`src/rtl/pixel_reader_fifo.sv`:
```
// rtl/pixel_reader_fifo.sv - pixel capture FIFO with valid/ready output and done ack
//
// Purpose:
//   Captures pixels offered on `enable` into a small show-ahead FIFO and
//   presents the oldest one on `saida_conduit` with a valid/ready handshake,
//   so a slow consumer no longer loses pixels. `done` acknowledges every
//   accepted write one cycle later, toward the Avalon-side writer.
//
// Parameters:
//   DATA_W  pixel width in bits
//   DEPTH   FIFO entries, power of two, >= 2
//   CNT_W   width of `count`, equals log2(DEPTH)+1
//
// Ports:
//   clock          in   system clock, rising edge
//   reset_n        in   asynchronous active-low reset
//   enable         in   write strobe, pixel offered this cycle
//   pixel          in   pixel data sampled when enable=1
//   saida_conduit  out  head-of-FIFO pixel, 0 while empty
//   saida_valid    out  FIFO non-empty
//   saida_ready    in   consumer accepts the head this cycle
//   done           out  registered ack of the previous-cycle accepted write
//   full           out  count == DEPTH
//   count          out  occupancy 0..DEPTH
//   overflow       out  sticky rejected-write flag (only with PIXEL_READER_OVF_EN)
//
// Build option:
//   PIXEL_READER_OVF_EN  adds the `overflow` port; without it rejected writes
//                        are silently dropped.

module pixel_reader_fifo #(
  parameter int DATA_W = 32,
  parameter int DEPTH  = 4,
  parameter int CNT_W  = 3
) (
  input  logic              clock,
  input  logic              reset_n,
  input  logic              enable,
  input  logic [DATA_W-1:0] pixel,
  output logic [DATA_W-1:0] saida_conduit,
  output logic              saida_valid,
  input  logic              saida_ready,
  output logic              done,
  output logic              full,
  output logic [CNT_W-1:0]  count
`ifdef PIXEL_READER_OVF_EN
  ,
  output logic              overflow
`endif
);

  // Pointers are one bit narrower than the occupancy counter, so they wrap
  // naturally from DEPTH-1 to 0 without explicit compare logic.
  localparam int             PTR_W   = CNT_W - 1;
  localparam logic [CNT_W-1:0] DEPTH_C = CNT_W'(DEPTH);
  localparam logic [PTR_W-1:0] PTR_ONE = PTR_W'(1);
  localparam logic [CNT_W-1:0] CNT_ONE = CNT_W'(1);

  // Storage has no reset: contents are only observable through rd_ptr while
  // count is non-zero, and count itself is reset.
  logic [DATA_W-1:0] mem [DEPTH];

  logic [PTR_W-1:0] rd_ptr;
  logic [PTR_W-1:0] wr_ptr;

  logic pop;
  logic push;
  logic rejected;

  // Flags are decoded straight from the registered count, so they move on
  // the same edge as count and clear immediately on an asynchronous reset.
  assign saida_valid = (count != '0);
  assign full        = (count == DEPTH_C);

  // Show-ahead output: the head entry is presented as soon as it is written.
  // Forced to zero while empty so stale memory never leaks to the consumer.
  assign saida_conduit = saida_valid ? mem[rd_ptr] : '0;

  // A write into a full FIFO is still accepted when the head leaves in the
  // same cycle; that slot is the one being freed.
  assign pop      = saida_valid & saida_ready;
  assign push     = enable & (~full | pop);
  assign rejected = enable & full & ~pop;

  always_ff @(posedge clock) begin
    if (push) begin
      mem[wr_ptr] <= pixel;
    end
  end

  always_ff @(posedge clock or negedge reset_n) begin
    if (!reset_n) begin
      count  <= '0;
      rd_ptr <= '0;
      wr_ptr <= '0;
      done   <= 1'b0;
    end else begin
      done <= push;

      if (push) begin
        wr_ptr <= wr_ptr + PTR_ONE;
      end

      if (pop) begin
        rd_ptr <= rd_ptr + PTR_ONE;
      end

      // Simultaneous push and pop leaves occupancy unchanged.
      case ({push, pop})
        2'b10:   count <= count + CNT_ONE;
        2'b01:   count <= count - CNT_ONE;
        default: count <= count;
      endcase
    end
  end

`ifdef PIXEL_READER_OVF_EN
  // Sticky until reset so software can detect that any pixel was ever lost.
  always_ff @(posedge clock or negedge reset_n) begin
    if (!reset_n) begin
      overflow <= 1'b0;
    end else if (rejected) begin
      overflow <= 1'b1;
    end
  end
`else
  // Without the flag a rejected write just disappears; the term is kept so
  // both builds share the same acceptance logic.
  logic unused_rejected;
  assign unused_rejected = rejected;
`endif

endmodule

```
`config.mk`:
```
export PLATFORM = sky130hd
export DESIGN_NAME = pixel_reader_fifo
export DESIGN_NICKNAME = d
export VERILOG_FILES = /design/src/rtl/pixel_reader_fifo.sv
export SDC_FILE = /design/constraint.sdc
export NUM_CORES = 1
export LEC_CHECK = 0
export BUFFER_PORTS_ARGS = -buffer_cell sky130_fd_sc_hd__buf_2
export CORE_ASPECT_RATIO = 1.25
export CORE_MARGIN = 4
export CORE_UTILIZATION = 30
export CTS_CLUSTER_SIZE = 25
export DETAILED_ROUTE_END_ITERATION = 6
export GPL_TIMING_DRIVEN = 1
export PLACE_DENSITY = 0.49
export SLEW_MARGIN = 40
export SYNTH_ARGS = -nofsm -noshare
export SYNTH_HDL_FRONTEND = slang
export SYNTH_SLANG_ARGS = --single-unit
export TNS_END_PERCENT = 100
```
`constraint.sdc`:
```
create_clock -name clock -period 1.9 [get_ports clock]
set_input_delay 0.19 -clock clock [delete_from_list [all_inputs] [get_ports clock]]
set_output_delay 0.19 -clock clock [all_outputs]
set_load 0.03 [all_outputs]
```
# == After elaboration in Yosys (flattened, before gate mapping) ==
# Memories as Yosys holds them, arrays and structs flattened.
# Cells that the tools add are included.
# classes
add_sub_neg,4
n_eq_ne,3
n_mux,4
n_bitwise,4
n_reduce_logical,2
# op_table
cell,n
$mux W32,1
$pmux W3 S2,1
$add A2 B1 Y2 const B,2
$add A3 B1 Y3 const B,1
$eq A3 B3 Y1 const B,1
$reduce_bool A3 Y1,1
$sub A3 B1 Y3 const B,1
$and A1 B1 Y1,2
$eq A2 B1 Y1 const B,1
$eq A2 B2 Y1 const B,1
$mux W1,2
$reduce_bool A2 Y1,1
$not A1 Y1,1
$or A1 B1 Y1,1
# totals
register_bits,8
ram_bits,128
in_bits,36
output_inout_bits,38
elab_cells,22
mem_count,1
# mem_list
name,words,width,read_ports,rd_clocked_by_memory_dff,write_ports,line_no,rtl
mem,4,32,1,0,1,61,logic [DATA_W-1:0] mem [DEPTH];

# == Logic depth before layout (Yosys ltp) ==
# Gate-level depths: netlist (run 1).
# logic_depth
word_depth,6
mapped_depth,9
depth_no_buf,9

# == Worst setup path before layout (run 1) ==
# OpenSTA, ideal clock, no wires.
# synth_timing
kind,reg2reg
from,register count[2]
to,register count[2]
setup_ns,0.080
arrival_time_ns,2.703
required_ns,1.820
path_slack_ns,-0.883
path_stages_with_launch,10
n_path_buf,0
period_less_slack_ns,2.783
cell_sequence,dfrtp_1 -> nor3b_1 -> a21boi_2 -> inv_1 -> ha_1 -> inv_1 -> fa_1 -> xor2_1 -> nor2_1 -> xor2_1
# synth_via
elab_chain_len,6
elab_cells_between_ends,12
classes_between,2 x add/sub; 3 x eq/ne; 1 x mux; 4 x bitwise; 2 x reduce/logical
# synth_rtl
item,line_no,rtl
start: declaration,45,output logic [CNT_W-1:0] count
start signal: assignment,110,2'b10: count <= count + CNT_ONE;
start signal: assignment,111,2'b01: count <= count - CNT_ONE;
start signal: assignment,112,default: count <= count;
$eq A3 B3 Y1 (*),73,assign full = (count == DEPTH_C);
via full,44,"output logic full,"
$not A1 Y1 (*),82,assign push = enable & (~full | pop);
$or A1 B1 Y1 (*),82,
$and A1 B1 Y1 (*),82,
via push,67,logic push;
$eq A2 B1 Y1 or $eq A2 B2 Y1 (tied branches),109,"case ({push, pop})"
$pmux W3 S2 or $reduce_bool A2 Y1 (tied branches),--,
# The timed path passes the listed nets; every way through them passes the cells marked *.
# A chain may end at the register's enable or synchronous reset.

# == Final worst setup path (run 1) ==
# layout_timing
from,register rd_ptr[0]
to,output saida_conduit[23]
# layout_via
elab_chain_len,2
# layout_rtl
item,line_no,rtl
start: declaration,63,logic [PTR_W-1:0] rd_ptr;
start signal: assignment,105,rd_ptr <= rd_ptr + PTR_ONE;
$mem_v2 Z4 W32,--,
$mux W32,77,assign saida_conduit = saida_valid ? mem[rd_ptr] : '0;
end: declaration,40,"output logic [DATA_W-1:0] saida_conduit,"
# Every way passes these cells.

==> results by group, run 1 <==
Place
  • Pre-CTS WS: -20.03 ps
  • IO buf count: 73
  • Dpl hpwl: 6.550 mm
  • Placer Congestion: 0.7597

Synthesis
  • Yosys Warn Count: 0
  • Synth Instances: 243
  • FF+latch count, synth: 136
  • Synthesized area: 0.005333 sq mm
  • Average size of a mapped cell: 21.94 sq um
  • Register area share after synthesis: 0.7583
  • Syn Nets: 285
  • Post-synth cell types: 21

STA
  • Slew margin rel.: 0.8582
  • Worst Tran Pin Value: 212.7 ps
  • Final hold viol count: 0
  • Setup ws final: -214.3 ps
  • Setup violators final: 32
  • Setup TNS: -5615 ps
  • Min Tclk post-route: 2114 ps
  • RSZ-0062 raised after global routing: yes
  • FMAX: 473.0 MHz
  • Clk_skew: 5.867 ps
  • Hold WS: 26.21 ps
  • Fin crit share: 1.113
  • Pins Over Slew Limit: 0

Setup path
  • Arr. time, crit path: 1920 ps
  • CP Class: flop to primary output
  • Crit end category: primary output
  • Worst Reg2Reg Path Length in Cells: 10
  • CP max FO: 6
  • Crit path launch type: flop
  • Required @ worst endpoint: 1710 ps

Floorplanning
  • Horiz. Die Dim: 127.3 microns
  • Number of core rows: 54
  • Die extent in y: 157.1 microns
  • Die area: 0.01999 sq mm
  • IO Count: 74
  • Core ar.: 0.01743 sq mm
  • Initial Utilization: 0.3059

Hold path
  • Worst hold path depth: 1
  • HP Class: input pin to flop

Clock tree
  • Max Root-Sink Buffers: 2
  • Clock transition at the registers of the reported paths: 60 ps
  • H-tree levels: 4
  • CTS Buf Count: 17
  • Clk_lat worst skew: 410 ps
  • TritonCTS clock tree: done
  • CTS Root Cell: clkbuf_16
  • Clock sinks: 136

Detailed routing
  • # DRC: 0
  • Initial drt markers: 146
  • Routed len/inst: 17.29 microns
  • Routed WL: 10.77 mm
  • DR vias/cell: 4.403
  • Vias: 2743
  • Final ANT Viol Nets: 0
  • Drt pass-1 iters: 4

Layout
  • Area growth from synthesis to layout: 40.47%
  • Final net count: 429
  • Fraction of layout cells with a size suffix above 1: 0.5238
  • Ant. Diodes: 0

Power and ir drop
  • P per Cell Area: 1820 mW/mm^2
  • Lkg Pwr: 2.742 nW
  • Max IR drop VDD: 0.9768 mV

Run status
  • Failing checks: setup timing
  • Status: complete, but fails checks

Global route
  • Global-route wire length before repair: 16.75 mm
  • Largest net degree at the start of global routing: 35
  • Vias in the first global route: 3067
  • Total grt overflow: 0
  • Antenna violations before repair: 0
  • GRT Total Usage: 0.1131

Job
  • Max-cap violations: 0
## sequential cells by signal, indices dropped and copies added, names as in the netlist
signal,flops
rd_ptr,2
done,1
wr_ptr,2
mem,128
count,3
## cell usage in the layout (no fill, tap or decap), types with 3 or more instances in the layout
master	n
clkinv_1	4
xor2_1	3
dfrtp_2	5
xnor2_1	3
bufinv_16	4
buf_6	31
edfxtp_1	128
buf_12	10
and2_1	4
dfrtp_1	3
mux4_2	31
ha_1	4
dlygate4sd3_1	32
and2_2	4
buf_2	41
buf_4	21
clkbuf_16	18
and2_4	29
inv_1	5
## power by group
group          internal [mW]  switching, mW
clock                   2.17           1.19
combinational           3.17           2.96
sequential              3.97          0.181
## Yosys cell counts, drive strengths merged
cell,instances,share of area
nor2,1,0.00070
edfxtp,128,0.72
and2,37,0.043
fa,1,0.0038
dfrtp,8,0.038
ha,5,0.012
mux2i,1,0.0019
xnor2,3,0.0049
clkbuf,5,0.0035
buf,7,0.016
inv,7,0.0049
nand3,1,0.00094
a21boi,1,0.0021
mux2,1,0.0021
xor2,3,0.0049
or3,1,0.0012
nor3b,1,0.0014
mux4,32,0.14
## through the flow
stage,instances,util,area [sq um],power (mW)
global placement,546,0.3513,6123,8.869
finish,623,0.4297,7491,13.64
CTS,611,0.4186,7297,13.29
floorplan,243,-,5359,7.463
detailed placement,546,0.3513,6123,8.898
global route,623,0.4297,7491,14.33
## area by class of cell
| class | instances | area (sq um) |
|---|---|---|
| clock inverter | 14 | 181.4 |
| fill | 1564 | 9941 |
| sequential | 136 | 4050 |
| inverter | 7 | 26.28 |
| tap | 224 | 280.3 |
| clock buffer | 17 | 425.4 |
| multi-input combinational | 88 | 1255 |
| timing repair buffer | 137 | 1272 |
## layer usage
metal	up-vias	global-route usage	wire (microns)
li1	1254	-	-
met1	1404	0.1396	4640
met2	68	0.1872	5443
met3	17	0.03225	479
met4	0	0.04752	206
met5	-	0	0
## critical path, stage by stage, from the launching register on
cell and delay, ps:
dfrtp_2 410, buf_4 150, clkbuf_16 150, mux4_2 500, and2_4 170, buf_6 130
## kinds of logic after synthesis
group	Yosys count	synth area share
and+or+nand+nor	41	0.04763
DFF	136	0.7583
adders and majority gates	6	0.01549
xor gates and xnor gates	6	0.009856
AOI/OAI and AO/OA	1	0.002112
buffers and inverters	19	0.02464
muxes	34	0.1420
## timing repair
item | CTS | global route
setup buffers | 2 | 11
endpoints found under the setup margin | 35 | 34
gates cloned | 0 | 1
pin swaps | 3 | 7
resized for setup | 77 | 37
hold endpoints to repair | 131 | 0
hold buffers | 32 | 0
## path summary, 6_finish.rpt
check / start / to / slack (ps)
hold / removal: pixel[6] / mem[0][6]$_DFFE_PP_ / 30
max in group asynchronous: reset_n / rd_ptr[0]$_DFFE_PN0P_ / 1540
setup / recovery: rd_ptr[0]$_DFFE_PN0P_ / saida_conduit[23] / -210
hold reg to reg: wr_ptr[1]$_DFFE_PN0P_ / wr_ptr[1]$_DFFE_PN0P_ / 580
setup reg to reg: count[0]$_DFFE_PN0P_ / count[2]$_DFFE_PN0P_ / 0
min in group asynchronous: reset_n / count[2]$_DFFE_PN0P_ / 160
Note: power is estimated with default switching activity, not from simulation.
==> run 2, diff against run 1 <==
CORE_UTILIZATION = 37   (was 30)
PLACE_DENSITY = 0.58   (was 0.49)
SETUP_SLACK_MARGIN = 0.02   (was not set)
SLEW_MARGIN = 20   (was 40)
==> run 2 against run 1 <==
  * The run still ends with setup timing left
  * Sequential share of layout area hardly changed
  * Final cell count is 8.0% lower
  * Sequential power hardly changed
  * Sequential cell count stayed put
  * Clock power is 18% lower
  * Register-to-register slack worse by 50 ps
  * Worst setup slack better by 29 ps
  * Global-route usage is 2.7 points higher
  * Critical endpoint is now saida_conduit[19]
==> results by group, run 2 (synthesis gave the netlist of run 1 again) <==
Run status
  • Status: complete, but fails checks
  • Failing checks: setup timing

Place
  • Dpl hpwl: 6.022 mm
  • IO buf count: 73
  • Cells after DPL: 495
  • Placer Congestion: 0.6932
  • Pre-CTS WS: -20.43 ps

Floorplanning
  • Horiz. Die Dim: 115.4 microns
  • Die area: 0.01641 sq mm
  • IO Count: 74
  • Initial Utilization: 0.3811
  • Die extent in y: 142.2 microns
  • Number of core rows: 48
  • Core ar.: 0.01399 sq mm

Setup path
  • CP Class: flop to primary output
  • Crit end category: primary output
  • Arr. time, crit path: 1900 ps
  • Slowest library cell on the worst path: mux4_2
  • Required @ worst endpoint: 1710 ps
  • Flop-to-flop setup slack: -50 ps
  • Slowest cell delay on critical path: 510 ps
  • Worst r2r src: count[2]$_DFFE_PN0P_
  • Sequence of cells on the critical path: buf_8, buf_12, mux4_2, and2_4, buf_6
  • CP max FO: 7
  • Critical R2R Capture: count[2]$_DFFE_PN0P_
  • Crit path launch type: flop
  • Worst Reg2Reg Path Length in Cells: 8

Global route
  • Total grt overflow: 0
  • Global-route wire length before repair: 16.62 mm
  • Largest net degree at the start of global routing: 22
  • GRT Total Usage: 0.1402
  • Vias in the first global route: 3014
  • Antenna violations before repair: 0

Layout
  • Ant. Diodes: 0
  • Fraction of layout cells with a size suffix above 1: 0.5302
  • Final net count: 429
  • Commonest cells after routing, fill and taps aside: edfxtp_1 (128), buf_2 (40), buf_6 (35)
  • Final Instance Count excl. Fillers: 573
  • Max reg flops: 128
  • Most common cell after layout, fill and taps aside: edfxtp_1
  • Final core utilization: 0.5354
  • Leading registers by flop count: mem (128), count (3)
  • Most flop-heavy register: mem
  • Area growth from synthesis to layout: 40.50%

Hold path
  • HP Start: pixel[30]
  • Worst hold path depth: 1
  • HP Class: input pin to flop
  • Worst Hold End: mem[0][30]$_DFFE_PP_

Detailed routing
  • # DRC: 0
  • Routed len/inst: 18.86 microns
  • Drt pass-1 iters: 4
  • DR vias/cell: 4.813
  • Final ANT Viol Nets: 0
  • Routed WL: 10.81 mm
  • Vias: 2758
  • Initial drt markers: 149

STA
  • Setup violators final: 34
  • Fin crit share: 1.098
  • Min Tclk post-route: 2086 ps
  • RSZ-0062 raised after global routing: yes
  • Slew margin rel.: 0.8682
  • Setup TNS: -4693 ps
  • Setup ws final: -185.6 ps
  • FMAX: 479.5 MHz
  • Final hold viol count: 0
  • Clk_skew: 6.500 ps
  • Pins Over Slew Limit: 0
  • Worst Tran Pin Value: 197.8 ps

Clock tree
  • TritonCTS clock tree: done
  • CTS Buf Count: 17
  • Max Root-Sink Buffers: 2
  • Clock sinks: 136
  • CTS Root Cell: clkbuf_16
  • Clk_lat worst skew: 410 ps
  • H-tree levels: 4
  • Clock transition at the registers of the reported paths: 60 ps

Power and ir drop
  • Lkg Pwr: 2.765 nW
  • Max IR drop VDD: 1.226 mV
  • P per Cell Area: 1796 mW/mm^2

Job
  • Max-cap violations: 0
## run 2: cell types whose count changed in the layout (fill, tap and decap cells not counted), sizes merged
cell and delta:
clkinvlp -1, clkbuf +4, clkinv +2, bufinv -4, inv -1, dlygate4sd3 -1
## run 2: worst max path at each step
stage,startpoint,endpoint,cells past startpoint
final,rd_ptr[0]$_DFFE_PN0P_,saida_conduit[19],5
after global routing,rd_ptr[0]$_DFFE_PN0P_,saida_conduit[19],5
after CTS,rd_ptr[0]$_DFFE_PN0P_,saida_conduit[19],5
after detailed placement,count[0]$_DFFE_PN0P_,count[2]$_DFFE_PN0P_,8
after global placement,count[0]$_DFFE_PN0P_,count[2]$_DFFE_PN0P_,8
after floorplan,count[1]$_DFFE_PN0P_,count[2]$_DFFE_PN0P_,9
## run 2: repair_timing
item                                    in CTS  in global routing
hold endpoints to repair                   128                  0
endpoints found under the setup margin      35                 69
gates cloned                                 6                  2
hold buffers                                31                  0
resized for setup                          114                  6
setup buffers                                9                  0
pin swaps                                   34                  6
## run 2: report_power, final
part           switching, mW  internal (mW)  total (mW)
Sequential             0.177           3.97        4.15
Clock                   1.13           1.63        2.76
Combinational           3.08           3.47        6.55
Total                   4.39           9.07        13.5
## run 2: area by class of cell
| cell class | instances | area, sq um |
|---|---|---|
| clock buffers | 20 | 436.7 |
| clock inverters | 10 | 58.81 |
| fillers | 1124 | 6501 |
| inverters | 7 | 26.28 |
| multi-input cells | 88 | 1256 |
| flip-flops and latches | 136 | 4050 |
| well taps | 175 | 219.0 |
| repair buffers | 137 | 1445 |
## run 2: per-layer routing
metal	routed length (microns)	vias to the layer above	share of wire	global-route usage
li1	-	1255	-	-
met1	4455	1429	0.41	0.1697
met2	5772	63	0.53	0.2345
met3	424	11	0.039	0.03956
met4	157	0	0.015	0.05995
met5	0	-	0	0
## run 2: per-stage QoR
stage	area (sq um)	power (mW)	hold slack, ps
global placement	6085	8.811	43.11
finish	7492	13.45	23.32
global route	7492	14.09	9.706
CTS	7433	13.56	0.1075
floorplan	5359	7.463	-105.6
detailed placement	6085	8.863	47.35
## run 2: worst max-delay path, delay by kind of cell, from the launching register on
family | cells | cell delay (ps)
buffers and inverters | 3 | 420
DFF | 1 | 400
and+or+nand+nor | 1 | 160
muxes | 1 | 510
==> run 3, diff against run 2 <==
ABC_AREA = 0   (was not set)
CELL_PAD_IN_SITES_DETAIL_PLACEMENT = 1   (was not set)
CELL_PAD_IN_SITES_GLOBAL_PLACEMENT = 2   (was not set)
PLACE_DENSITY = 0.71   (was 0.58)
==> run 3 against run 2 <==
  * The run still ends with setup timing left
  * Sequential power hardly changed
  * Via count is 0.54% lower
  * Hold slack worse by 7.0 ps
  * Worst setup slack worse by 6.6 ps
  * Sequential cell count stayed put
  * Wire length is 5.6% higher
  * Clock power is 17% higher
  * Register-to-register slack hardly changed
  * Fmax is 0.31% lower
  * Non-clock buffer count is 7 lower
  * Final cell count is 0.87% lower
  * Critical path depth stayed put
  * Highest routed layer unchanged
==> results by group, run 3 (synthesis gave the netlist of run 1 again) <==
STA
  • FMAX: 478.0 MHz
  • Final hold viol count: 0
  • Setup violators final: 34
  • Pins Over Slew Limit: 0
  • Clk_skew: 9.666 ps
  • Worst Tran Pin Value: 203.5 ps
  • Fin crit share: 1.101
  • Slew margin rel.: 0.8644
  • RSZ-0062 raised after global routing: yes
  • Hold WS: 16.36 ps
  • Setup TNS: -5351 ps
  • Setup ws final: -192.1 ps
  • Min Tclk post-route: 2092 ps

Layout
  • Area of the multi-input gates: 0.001261 sq mm
  • Area growth from synthesis to layout: 39.37%
  • Fill cell count: 1274
  • Fraction of layout cells with a size suffix above 1: 0.5471
  • Max reg flops: 128
  • Reg area: 0.004050 sq mm
  • Commonest cells after routing, fill and taps aside: edfxtp_1 (128), buf_2 (40), buf_6 (37)
  • Most flop-heavy register: mem
  • Fin area: 0.007432 sq mm
  • Final core utilization: 0.5311
  • Leading registers by flop count: mem (128), count (3)
  • Final net count: 422
  • Most common cell after layout, fill and taps aside: edfxtp_1
  • Final Instance Count excl. Fillers: 568
  • Ant. Diodes: 0

Detailed routing
  • Vias: 2743
  • Routed len/inst: 20.09 microns
  • DR vias/cell: 4.829
  • Initial drt markers: 107
  • # DRC: 0
  • Routed WL: 11.41 mm
  • Final ANT Viol Nets: 0
  • Drt pass-1 iters: 4

Global route
  • Vias in the first global route: 3078
  • Total grt overflow: 0
  • Antenna violations before repair: 0
  • Global-route wire length before repair: 17.22 mm
  • GRT Total Usage: 0.1448
  • Largest net degree at the start of global routing: 35

Setup path
  • CP max FO: 7
  • Crit end category: primary output
  • Arr. time, crit path: 1900 ps
  • Crit path launch type: flop
  • CP Class: flop to primary output
  • Required @ worst endpoint: 1710 ps

Power and ir drop
  • Sw Share: 0.3218
  • Logic gate share of total power: 0.464
  • Design Power: 13.79 mW
  • Sequential power share: 0.302
  • Max IR drop VDD: 1.033 mV
  • Pint: 9.354 mW
  • Psw: 4.438 mW
  • Lkg Pwr: 2.739 nW
  • Clock power share: 0.234
  • P per Cell Area: 1856 mW/mm^2

Floorplanning
  • Die area: 0.01641 sq mm
  • Core ar.: 0.01399 sq mm
  • IO Count: 74
  • Die extent in y: 142.2 microns
  • Initial Utilization: 0.3811
  • Number of core rows: 48
  • Horiz. Die Dim: 115.4 microns

Place
  • Placer Congestion: 0.6654
  • Dpl hpwl: 6.578 mm
  • Pre-CTS WS: -38.60 ps
  • Placed inst area: 0.006047 sq mm
  • IO buf count: 73
  • Cells after DPL: 495

Clock tree
  • Clk_lat worst skew: 420 ps
  • H-tree levels: 4
  • Max Root-Sink Buffers: 2
  • Clock sinks: 136
  • CTS Buf Count: 17
  • CTS Root Cell: clkbuf_16
  • TritonCTS clock tree: done
  • Clock transition at the registers of the reported paths: 60 ps

Run status
  • Failing checks: setup timing
  • Status: complete, but fails checks

Hold path
  • HP Class: input pin to flop

Job
  • Max-cap violations: 0
-- run 3: per-layer routing --
metal  wire length [microns]  GRT usage
met3                     382    0.03871
met5                       0          0
met4                     150    0.05377
met1                    4401     0.1641
met2                    6477     0.2598
-- run 3: worst paths after layout --
kind	from	to	slack, ps	cells after the start
min in group asynchronous	reset_n	count[0]$_DFFE_PN0P_	150	2
worst min register to register	count[2]$_DFFE_PN0P_	count[2]$_DFFE_PN0P_	590	2
worst max register to register	count[2]$_DFFE_PN0P_	count[2]$_DFFE_PN0P_	-60	8
worst min-delay path	pixel[17]	mem[2][17]$_DFFE_PP_	20	1
max in group asynchronous	reset_n	rd_ptr[0]$_DFFE_PN0P_	1550	2
worst max-delay path	rd_ptr[0]$_DFFE_PN0P_	saida_conduit[22]	-190	5
-- run 3: what timing repair did --
| action | in CTS | in global routing |
|---|---|---|
| gates cloned | 1 | 2 |
| gates resized for setup | 96 | 26 |
| pin swaps | 3 | 34 |
| endpoints found under the hold margin | 107 | 0 |
| setup buffers | 11 | 1 |
| endpoints found under the setup margin | 35 | 35 |
| hold buffers | 27 | 0 |
-- run 3: power groups by stage --
stage	clock network, mW	registers [mW]	logic (mW)
2_1_floorplan	0	4.23	3.24
3_3_place_gp	0	4.21	4.57
3_5_place_dp	0	4.26	4.62
4_1_cts	3.29	4.18	6.24
5_1_grt	3.45	4.22	6.78
6_report	3.22	4.17	6.40
-- run 3: cell type report --
cell class | instances | share of cell area
Sequential cell | 136 | 0.5449
Timing Repair Buffer | 130 | 0.1726
Multi-Input combinational cell | 88 | 0.1697
Clock buffer | 21 | 0.06330
Tap cell | 175 | 0.02946
Clock inverter | 11 | 0.01650
Inverter | 7 | 0.003535
-- run 3: critical path, cell delays in order (launching register included) --
cell	delay, ps
dfrtp_2	430
buf_12	140
buf_12	130
mux4_2	490
and2_4	160
buf_6	130
